**src/rtl/fetch_mem_arbiter_pkg.sv**
```systemverilog
// Shared types and constants for the fetch-side memory read arbiter.
package fetch_mem_arbiter_pkg;

  // Requester slots on the shared read channel.
  localparam int REQ_ICACHE   = 0;
  localparam int REQ_DCACHE   = 1;
  localparam int REQ_UNCACHED = 2;

  // Default physical address / burst-length field widths.
  localparam int ADDR_W = 32;
  localparam int LEN_W  = 4;

  typedef enum logic [1:0] {
    IDLE = 2'd0,
    ADDR = 2'd1,
    DATA = 2'd2
  } arb_state_t;

  typedef struct packed {
    logic              valid;
    logic [ADDR_W-1:0] addr;
    logic [LEN_W-1:0]  len;
  } mem_read_req_t;

  // Width of an index into n requesters; never narrower than one bit.
  function automatic int idx_width(input int n);
    return (n > 1) ? $clog2(n) : 1;
  endfunction

endpackage

```
**src/rtl/fetch_mem_arbiter_if.sv**
```systemverilog
// Requester-side handshake plus the AXI-style read channel, bundled.
// master = the arbiter; slave = requesters and the bus-side read master.
interface fetch_mem_arbiter_if #(
  parameter int NREQ       = 3,
  parameter int ADDR_WIDTH = 32,
  parameter int DATA_WIDTH = 32,
  parameter int LEN_WIDTH  = 4
);
  logic [NREQ-1:0]                 req_valid;
  logic [NREQ-1:0][ADDR_WIDTH-1:0] req_addr;
  logic [NREQ-1:0][LEN_WIDTH-1:0]  req_len;
  logic [NREQ-1:0]                 req_ready;
  logic [NREQ-1:0]                 resp_valid;
  logic [NREQ-1:0]                 resp_last;
  logic [DATA_WIDTH-1:0]           resp_data;
  logic                            resp_err;
  logic                            ar_valid;
  logic                            ar_ready;
  logic [ADDR_WIDTH-1:0]           ar_addr;
  logic [LEN_WIDTH-1:0]            ar_len;
  logic                            r_valid;
  logic                            r_ready;
  logic [DATA_WIDTH-1:0]           r_data;
  logic                            r_last;
  logic [1:0]                      r_resp;
  logic                            proto_err;

  modport master (
    input  req_valid, req_addr, req_len, ar_ready, r_valid, r_data, r_last, r_resp,
    output req_ready, resp_valid, resp_last, resp_data, resp_err,
           ar_valid, ar_addr, ar_len, r_ready, proto_err
  );

  modport slave (
    output req_valid, req_addr, req_len, ar_ready, r_valid, r_data, r_last, r_resp,
    input  req_ready, resp_valid, resp_last, resp_data, resp_err,
           ar_valid, ar_addr, ar_len, r_ready, proto_err
  );
endinterface

```
**src/rtl/fetch_mem_arbiter_rr_arbiter.sv**
```systemverilog
// Combinational round-robin priority encoder: the first requester at or
// after ptr (wrapping) wins. Produces a one-hot grant and its index.
module rr_arbiter #(
  parameter int NREQ = 3,
  parameter int IDXW = 2
) (
  input  logic [NREQ-1:0] req,
  input  logic [IDXW-1:0] ptr,
  output logic [NREQ-1:0] gnt,
  output logic [IDXW-1:0] gnt_idx,
  output logic            any
);
  int   k;
  logic found;

  // Scan NREQ slots starting at ptr; first asserted request takes the grant.
  always_comb begin
    gnt     = '0;
    gnt_idx = '0;
    found   = 1'b0;
    k       = 0;
    for (int i = 0; i < NREQ; i++) begin
      k = int'(ptr) + i;
      if (k >= NREQ) k = k - NREQ;
      if (!found && req[k]) begin
        found    = 1'b1;
        gnt[k]   = 1'b1;
        gnt_idx  = IDXW'(k);
      end
    end
    any = found;
  end
endmodule

```
**src/rtl/fetch_mem_arbiter.sv**
```systemverilog
// Shares one AXI-style read channel between I$ refill, D$ refill and the
// uncached read path. One burst in flight; beats routed to the owner with
// no added latency; a sticky flag records beat-count/r_last disagreement.
module fetch_mem_arbiter
  import fetch_mem_arbiter_pkg::*;
#(
  parameter int NREQ       = 3,
  parameter int ADDR_WIDTH = 32,
  parameter int DATA_WIDTH = 32,
  parameter int LEN_WIDTH  = 4
) (
  input  logic                clk,
  input  logic                rst,
  fetch_mem_arbiter_if.master bus
);
  localparam int IDXW = idx_width(NREQ);

  arb_state_t            state_q, state_d;
  logic [IDXW-1:0]       rr_ptr, owner, gnt_idx;
  logic [NREQ-1:0]       gnt_oh;
  logic                  gnt_any;
  logic [ADDR_WIDTH-1:0] addr_q;
  logic [LEN_WIDTH-1:0]  len_q, beat_cnt;
  logic                  proto_q;
  logic                  take, beat;

  logic [NREQ-1:0]       req_ready, resp_valid, resp_last;
  logic [DATA_WIDTH-1:0] resp_data;
  logic                  resp_err, ar_valid, r_ready;

  rr_arbiter #(.NREQ(NREQ), .IDXW(IDXW)) u_rr (
    .req     (bus.req_valid),
    .ptr     (rr_ptr),
    .gnt     (gnt_oh),
    .gnt_idx (gnt_idx),
    .any     (gnt_any)
  );

  // rst gates the grant so no acceptance pulse escapes while reset is held.
  assign take = (state_q == IDLE) && gnt_any && !rst;
  assign beat = (state_q == DATA) && bus.r_valid;

  // State register.
  always_ff @(posedge clk or posedge rst) begin
    if (rst) state_q <= IDLE;
    else     state_q <= state_d;
  end

  // Burst latch, round-robin pointer, beat counter and sticky protocol flag.
  always_ff @(posedge clk or posedge rst) begin
    if (rst) begin
      rr_ptr   <= '0;
      owner    <= '0;
      addr_q   <= '0;
      len_q    <= '0;
      beat_cnt <= '0;
      proto_q  <= 1'b0;
    end else begin
      if (take) begin
        owner    <= gnt_idx;
        addr_q   <= bus.req_addr[gnt_idx];
        len_q    <= bus.req_len[gnt_idx];
        beat_cnt <= '0;
        rr_ptr   <= (gnt_idx == IDXW'(NREQ-1)) ? '0 : gnt_idx + IDXW'(1);
      end
      if (beat) begin
        beat_cnt <= beat_cnt + LEN_WIDTH'(1);
        // Early r_last, or the expected final beat arriving without r_last.
        if (bus.r_last ? (beat_cnt != len_q) : (beat_cnt == len_q))
          proto_q <= 1'b1;
      end
    end
  end

  // Next state and handshake/routing outputs.
  always_comb begin
    state_d    = state_q;
    req_ready  = '0;
    resp_valid = '0;
    resp_last  = '0;
    resp_data  = '0;
    resp_err   = 1'b0;
    ar_valid   = 1'b0;
    r_ready    = 1'b0;
    case (state_q)
      IDLE: begin
        if (take) begin
          req_ready = gnt_oh;
          state_d   = ADDR;
        end
      end
      ADDR: begin
        ar_valid = 1'b1;
        if (bus.ar_ready) state_d = DATA;
      end
      DATA: begin
        r_ready   = 1'b1;
        resp_data = bus.r_data;
        if (bus.r_valid) begin
          resp_valid[owner] = 1'b1;
          resp_err          = (bus.r_resp != 2'b00);
          if (bus.r_last) begin
            resp_last[owner] = 1'b1;
            state_d          = IDLE;
          end
        end
      end
      default: state_d = IDLE;
    endcase
  end

  assign bus.req_ready  = req_ready;
  assign bus.resp_valid = resp_valid;
  assign bus.resp_last  = resp_last;
  assign bus.resp_data  = resp_data;
  assign bus.resp_err   = resp_err;
  assign bus.ar_valid   = ar_valid;
  assign bus.ar_addr    = addr_q;
  assign bus.ar_len     = len_q;
  assign bus.r_ready    = r_ready;
  assign bus.proto_err  = proto_q;
endmodule

```
**src/flat_wrapper.sv**
```systemverilog
// flat-port wrapper written by rule: the top's interface ports become plain ports
module fetch_mem_arbiter_flat import fetch_mem_arbiter_pkg::*;
#(
  parameter int NREQ       = 3,
  parameter int ADDR_WIDTH = 32,
  parameter int DATA_WIDTH = 32,
  parameter int LEN_WIDTH  = 4
)
  (clk, rst, bus_req_valid, bus_req_addr, bus_req_len, bus_ar_ready, bus_r_valid, bus_r_data, bus_r_last, bus_r_resp, bus_req_ready, bus_resp_valid, bus_resp_last, bus_resp_data, bus_resp_err, bus_ar_valid, bus_ar_addr, bus_ar_len, bus_r_ready, bus_proto_err);
  fetch_mem_arbiter_if #(.NREQ(NREQ), .ADDR_WIDTH(ADDR_WIDTH), .DATA_WIDTH(DATA_WIDTH), .LEN_WIDTH(LEN_WIDTH)) bus_i ();
  input  logic clk;
  input  logic rst;
  input wire logic [$bits(bus_i.req_valid)-1:0] bus_req_valid;
  input wire logic [$bits(bus_i.req_addr)-1:0] bus_req_addr;
  input wire logic [$bits(bus_i.req_len)-1:0] bus_req_len;
  input wire logic [$bits(bus_i.ar_ready)-1:0] bus_ar_ready;
  input wire logic [$bits(bus_i.r_valid)-1:0] bus_r_valid;
  input wire logic [$bits(bus_i.r_data)-1:0] bus_r_data;
  input wire logic [$bits(bus_i.r_last)-1:0] bus_r_last;
  input wire logic [$bits(bus_i.r_resp)-1:0] bus_r_resp;
  output wire logic [$bits(bus_i.req_ready)-1:0] bus_req_ready;
  output wire logic [$bits(bus_i.resp_valid)-1:0] bus_resp_valid;
  output wire logic [$bits(bus_i.resp_last)-1:0] bus_resp_last;
  output wire logic [$bits(bus_i.resp_data)-1:0] bus_resp_data;
  output wire logic [$bits(bus_i.resp_err)-1:0] bus_resp_err;
  output wire logic [$bits(bus_i.ar_valid)-1:0] bus_ar_valid;
  output wire logic [$bits(bus_i.ar_addr)-1:0] bus_ar_addr;
  output wire logic [$bits(bus_i.ar_len)-1:0] bus_ar_len;
  output wire logic [$bits(bus_i.r_ready)-1:0] bus_r_ready;
  output wire logic [$bits(bus_i.proto_err)-1:0] bus_proto_err;
  assign bus_i.req_valid = bus_req_valid;
  assign bus_i.req_addr = bus_req_addr;
  assign bus_i.req_len = bus_req_len;
  assign bus_i.ar_ready = bus_ar_ready;
  assign bus_i.r_valid = bus_r_valid;
  assign bus_i.r_data = bus_r_data;
  assign bus_i.r_last = bus_r_last;
  assign bus_i.r_resp = bus_r_resp;
  assign bus_req_ready = bus_i.req_ready;
  assign bus_resp_valid = bus_i.resp_valid;
  assign bus_resp_last = bus_i.resp_last;
  assign bus_resp_data = bus_i.resp_data;
  assign bus_resp_err = bus_i.resp_err;
  assign bus_ar_valid = bus_i.ar_valid;
  assign bus_ar_addr = bus_i.ar_addr;
  assign bus_ar_len = bus_i.ar_len;
  assign bus_r_ready = bus_i.r_ready;
  assign bus_proto_err = bus_i.proto_err;
  fetch_mem_arbiter #(.NREQ(NREQ), .ADDR_WIDTH(ADDR_WIDTH), .DATA_WIDTH(DATA_WIDTH), .LEN_WIDTH(LEN_WIDTH)) u_core (.clk(clk), .rst(rst), .bus(bus_i));
endmodule
```
**config.mk**
```make
export PLATFORM = sky130hd
export DESIGN_NAME = fetch_mem_arbiter_flat
export DESIGN_NICKNAME = d
export VERILOG_FILES = /design/src/rtl/fetch_mem_arbiter_pkg.sv /design/src/rtl/fetch_mem_arbiter_if.sv /design/src/rtl/fetch_mem_arbiter_rr_arbiter.sv /design/src/rtl/fetch_mem_arbiter.sv /design/src/flat_wrapper.sv
export SDC_FILE = /design/constraint.sdc
export NUM_CORES = 1
export LEC_CHECK = 0
export BUFFER_PORTS_ARGS = -buffer_cell sky130_fd_sc_hd__buf_2
export CORE_MARGIN = 8
export CORE_UTILIZATION = 42
export DETAILED_ROUTE_END_ITERATION = 10
export PLACE_DENSITY_LB_ADDON = 0.2
export SLEW_MARGIN = 20
export SYNTH_ARGS = -nofsm -noshare
export SYNTH_HDL_FRONTEND = slang
export SYNTH_HIERARCHICAL = 1
export SYNTH_SLANG_ARGS = --single-unit
```
**constraint.sdc**
```tcl
create_clock -name clk -period 2.9 [get_ports clk]
set_input_delay 0.145 -clock clk [delete_from_list [all_inputs] [get_ports clk]]
set_output_delay 0.145 -clock clk [all_outputs]
set_load 0.05 [all_outputs]
```
==> out/results.env <==
PORT_BUFFERS=230
CLOCK_TREE_FROM_TRITONCTS='done'
SEQCELLAREA_UM2=1176
YS_ASYNC_SR_FRACTION=1.000
DIE_AREA_UM2=10840
CTS.PATH.MAX_BUFFERS=2
PATH_CLASS='reg -> reg'
GPL.FINAL_WEIGHTED_CONGESTION=0.8734
TIMING.REG2REG.WORST_PATH_DEPTH=9
WORSTMARGINPINSLEW_PS=812.6
POSTSYNTHNETCOUNT=513
GRT_UTIL_ALL_LAYERS=0.1959
HOLDBUFCOUNTCTS=0
YOSYSMOSTFREQUENTCELL='nand2_1'
SETUP_VIOLATIONS=0
CLK-INSERTION-DELAY-LATE_PS=290
ANT_NETS=0
SYNTH_CELL_TYPE_COUNT=50
NFILLCELLS=704
WORSTPATHREQUIRED_PS=3080
SYNTH.AVG_CELL_AREA_UM2=9.108
CRIT_FANOUT=44
CELLPOWERDENSITY_nW_PER_UM2=1261
MULTIINPUTGATEAREA_UM2=1911
FIRST_GLOBAL_VIAS=3668
ANTENNA-DIODE-COUNT=0
FINALHOLDWORSTSLACK_PS=4.710
CLOCKROOTBUFFER='clkbuf_8'
CELLS_AFTER_SYNTH=358
PLACEMENTROWS=32
GRT_ANTENNA_BEFORE_REPAIR=0
SYNTH-EDFF-COUNT=0
HOLD_PATH_CLASS='in -> async'
STATUS='finished, final reports clean'
CLOCK_SINK_COUNT=47
SLEW_HEADROOM=0.4576
WORSTREG2REGEND='u_core/beat_cnt[3]'
PERIOD_NEEDED_PS=2666
LAYOUT_WORST_PATH_CYCLE_SHARE=0.9194
DRTPASS1ITERATIONS=4
SYNTH.TOP_CELLS.BY_AREA='dfrtp_1 (36%), mux2i_1 (12%), a2bb2oi_1 (9.7%), and2_1 (6.7%), nand2_1 (5.8%)'
ROUTED_WIRE_LENGTH_PER_INSTANCE_UM=15.88
CP.ARRIVAL_PS=2840
SETUP_REPAIR_AFTER_GLOBAL_ROUTING_MISSED_ITS_MARGIN='false'
FINAL_AREA_UM2=4652
FMAX_MHz=375.1
CTS_INSERTED_BUFFERS=5
POSTLAYOUTSETUPSLACKWORST_PS=233.8
FINALCLOCKSKEW_PS=6.654
AREA_GROWTH_PCT=42.67
IO_PINS=231
DRT-VIAS-PER-INSTANCE=4.999
CORE_UM2=7607
DRIVE_GT1_FRAC=0.4553
REG2REG_FROM='u_core/rr_ptr[1]'
YOSYSWARNINGCOUNT=6
TIMING.CRITICAL_PATH.FROM_TYPE='flip-flop'
FINAL_NETS=736
POSTPLACECELLAREA_UM2=4512
SYNTH_TOP_CELLS_BY_COUNT='nand2_1 (50), dfrtp_1 (47), mux2i_1 (39), o21ai_0 (37), a2bb2oi_1 (36)'
REG2REG_SLACK_PS=230
DIE_Y_UM=104.1
SYNTH.FF_LATCH_COUNT=47
SYNTH.YOSYS.SEQ_AREA_SHARE=0.3607
DRT_DRC_VIOLATIONS_LEFT=0
FINAL-MAX-SLEW-VIOLATION-COUNT=0
YOSYSTOPAREACELLSHARE=0.3607
SYNTHFLOPTYPE='dfrtp_1'
CTS.REPORTEDPATHS.CLKPINSLEW_PS=90
HPWLAFTERDP_UM=8881
DP_SLACK_PS=177.4
PEAKVDDDROP_mV=0.5826
GRT_FIRST_PASS_WIRELENGTH_UM=18040
OVERALL_DIE_WIDTH_UM=104.1
INITIALDRTVIOLATIONCOUNT=124
DRT-TOTAL-WL_UM=10860
POST_SYNTHESIS_INSTANCE_AREA_UM2=3261
TIMING.MAX_CAP.VIOLATIONS=0
SETUP_TOTAL_NEGATIVE_SLACK_PS=0
GRT_OVERFLOW_TOTAL=0
START_UTIL=0.4286
NETLIST.TOP_CELL.BY_AREA='dfrtp_1'
MAXIMUM_NUMBER_OF_PINS_ON_ONE_NET_BEFORE_GLOBAL_ROUTE_REPAIR=48
LEAKAGE_nW=2.520
HOLD_VIOL_FINAL=0
CRIT_END_CATEGORY='flip-flop'
CTSHTREEMAXLEVEL=2
ROUTE.VIAS.TOTAL=3419
layout by cell type (no fill, tap or decap), types with 6 or more instances in the layout:
| cell | synthesis | layout |
|---|---|---|
| a2bb2oi_1 | 36 | 36 |
| a21oi_1 | 7 | 6 |
| o21ai_0 | 37 | 37 |
| nor2_1 | 7 | 6 |
| mux2i_1 | 39 | 39 |
| dfrtp_1 | 47 | 47 |
| nand3_1 | 6 | 6 |
| buf_4 | 2 | 10 |
| inv_1 | 9 | 8 |
| and2_1 | 35 | 35 |
| nand2_1 | 50 | 50 |
| buf_2 | 10 | 230 |
timing repair:
action / CTS / global route
cloned: 0 / 0
resized for setup: 1 / 2
pin swaps: 0 / 1
setup buffers: 0 / 3
setup endpoints to repair: 3 / 16
power breakdown:
| part | leakage (nW) | total (mW) | switching, mW | internal, mW |
|---|---|---|---|---|
| combinational | 1.89 | 4.33 | 2.76 | 1.57 |
| sequential | 0.593 | 1.15 | 0.207 | 0.947 |
| clock | 0.0412 | 0.387 | 0.218 | 0.169 |
| total | 2.52 | 5.87 | 3.18 | 2.69 |
registers in the layout (all words and copies together) (netlist names):
signal / cells
u_core/bus.ar_len: 4
u_core/owner: 2
u_core/state_q: 2
u_core/bus.ar_addr: 32
u_core/rr_ptr: 2
u_core/bus.proto_err: 1
u_core/beat_cnt: 4
layer usage:
metal / routed length (µm) / track usage / part of all wire / vias up
met3: 677 / 0.05328 / 0.062 / 14
met4: 184 / 0.05481 / 0.017 / 0
met1: 4422 / 0.2240 / 0.41 / 1568
met2: 5577 / 0.3483 / 0.51 / 125
li1: - / - / - / 1712
met5: 0 / 0 / 0 / -
critical path: stages (launching register included):
cell      delay (ps)
dfrtp_1          400
inv_1             70
ha_1             300
mux2i_4          260
mux2i_4          240
o21bai_1         170
or4b_2           640
buf_6            230
mux2i_1          150
o21ai_0           90
cell type report:
| cell class | count | area share |
|---|---|---|
| repair buffers | 245 | 0.2832 |
| flip-flops and latches | 47 | 0.2528 |
| well taps | 102 | 0.02743 |
| multi-input cells | 273 | 0.4107 |
| clock buffers | 6 | 0.01560 |
| clock inverters | 2 | 0.002690 |
| inverters | 9 | 0.007531 |
how the worst max path moves through the flow:
stage / startpoint / endpoint / slack (ps)
after floorplan: u_core/state_q[0] / bus_resp_last[0] / 310
after global placement: u_core/rr_ptr[0] / u_core/bus.ar_addr[23] / 270
after detailed placement: u_core/rr_ptr[0] / u_core/bus.ar_addr[26] / 180
after CTS: u_core/rr_ptr[0] / u_core/bus.ar_addr[26] / 150
after global routing: u_core/rr_ptr[1] / u_core/beat_cnt[3] / 40
final: u_core/rr_ptr[1] / u_core/beat_cnt[3] / 230
through the flow:
step / total power, mW / std cells / utilization
final: 5.868 / 684 / 0.6115
after global routing: 6.279 / 684 / 0.6115
after CTS: 5.806 / 681 / 0.6051
after detailed placement: 5.407 / 673 / 0.5931
after global placement: 5.335 / 673 / 0.5931
after floorplan: 4.413 / 358 / -
cell families after synthesis:
family          after synthesis  synth area share
simple gates                124            0.1995
buf+inv                      38           0.06446
flops                        47            0.3607
mux                          41            0.1335
xor+xnor                      4           0.01074
fa+ha+maj                     5           0.01919
compound gates               99            0.2118
Power figures use the tool's default switching activity.
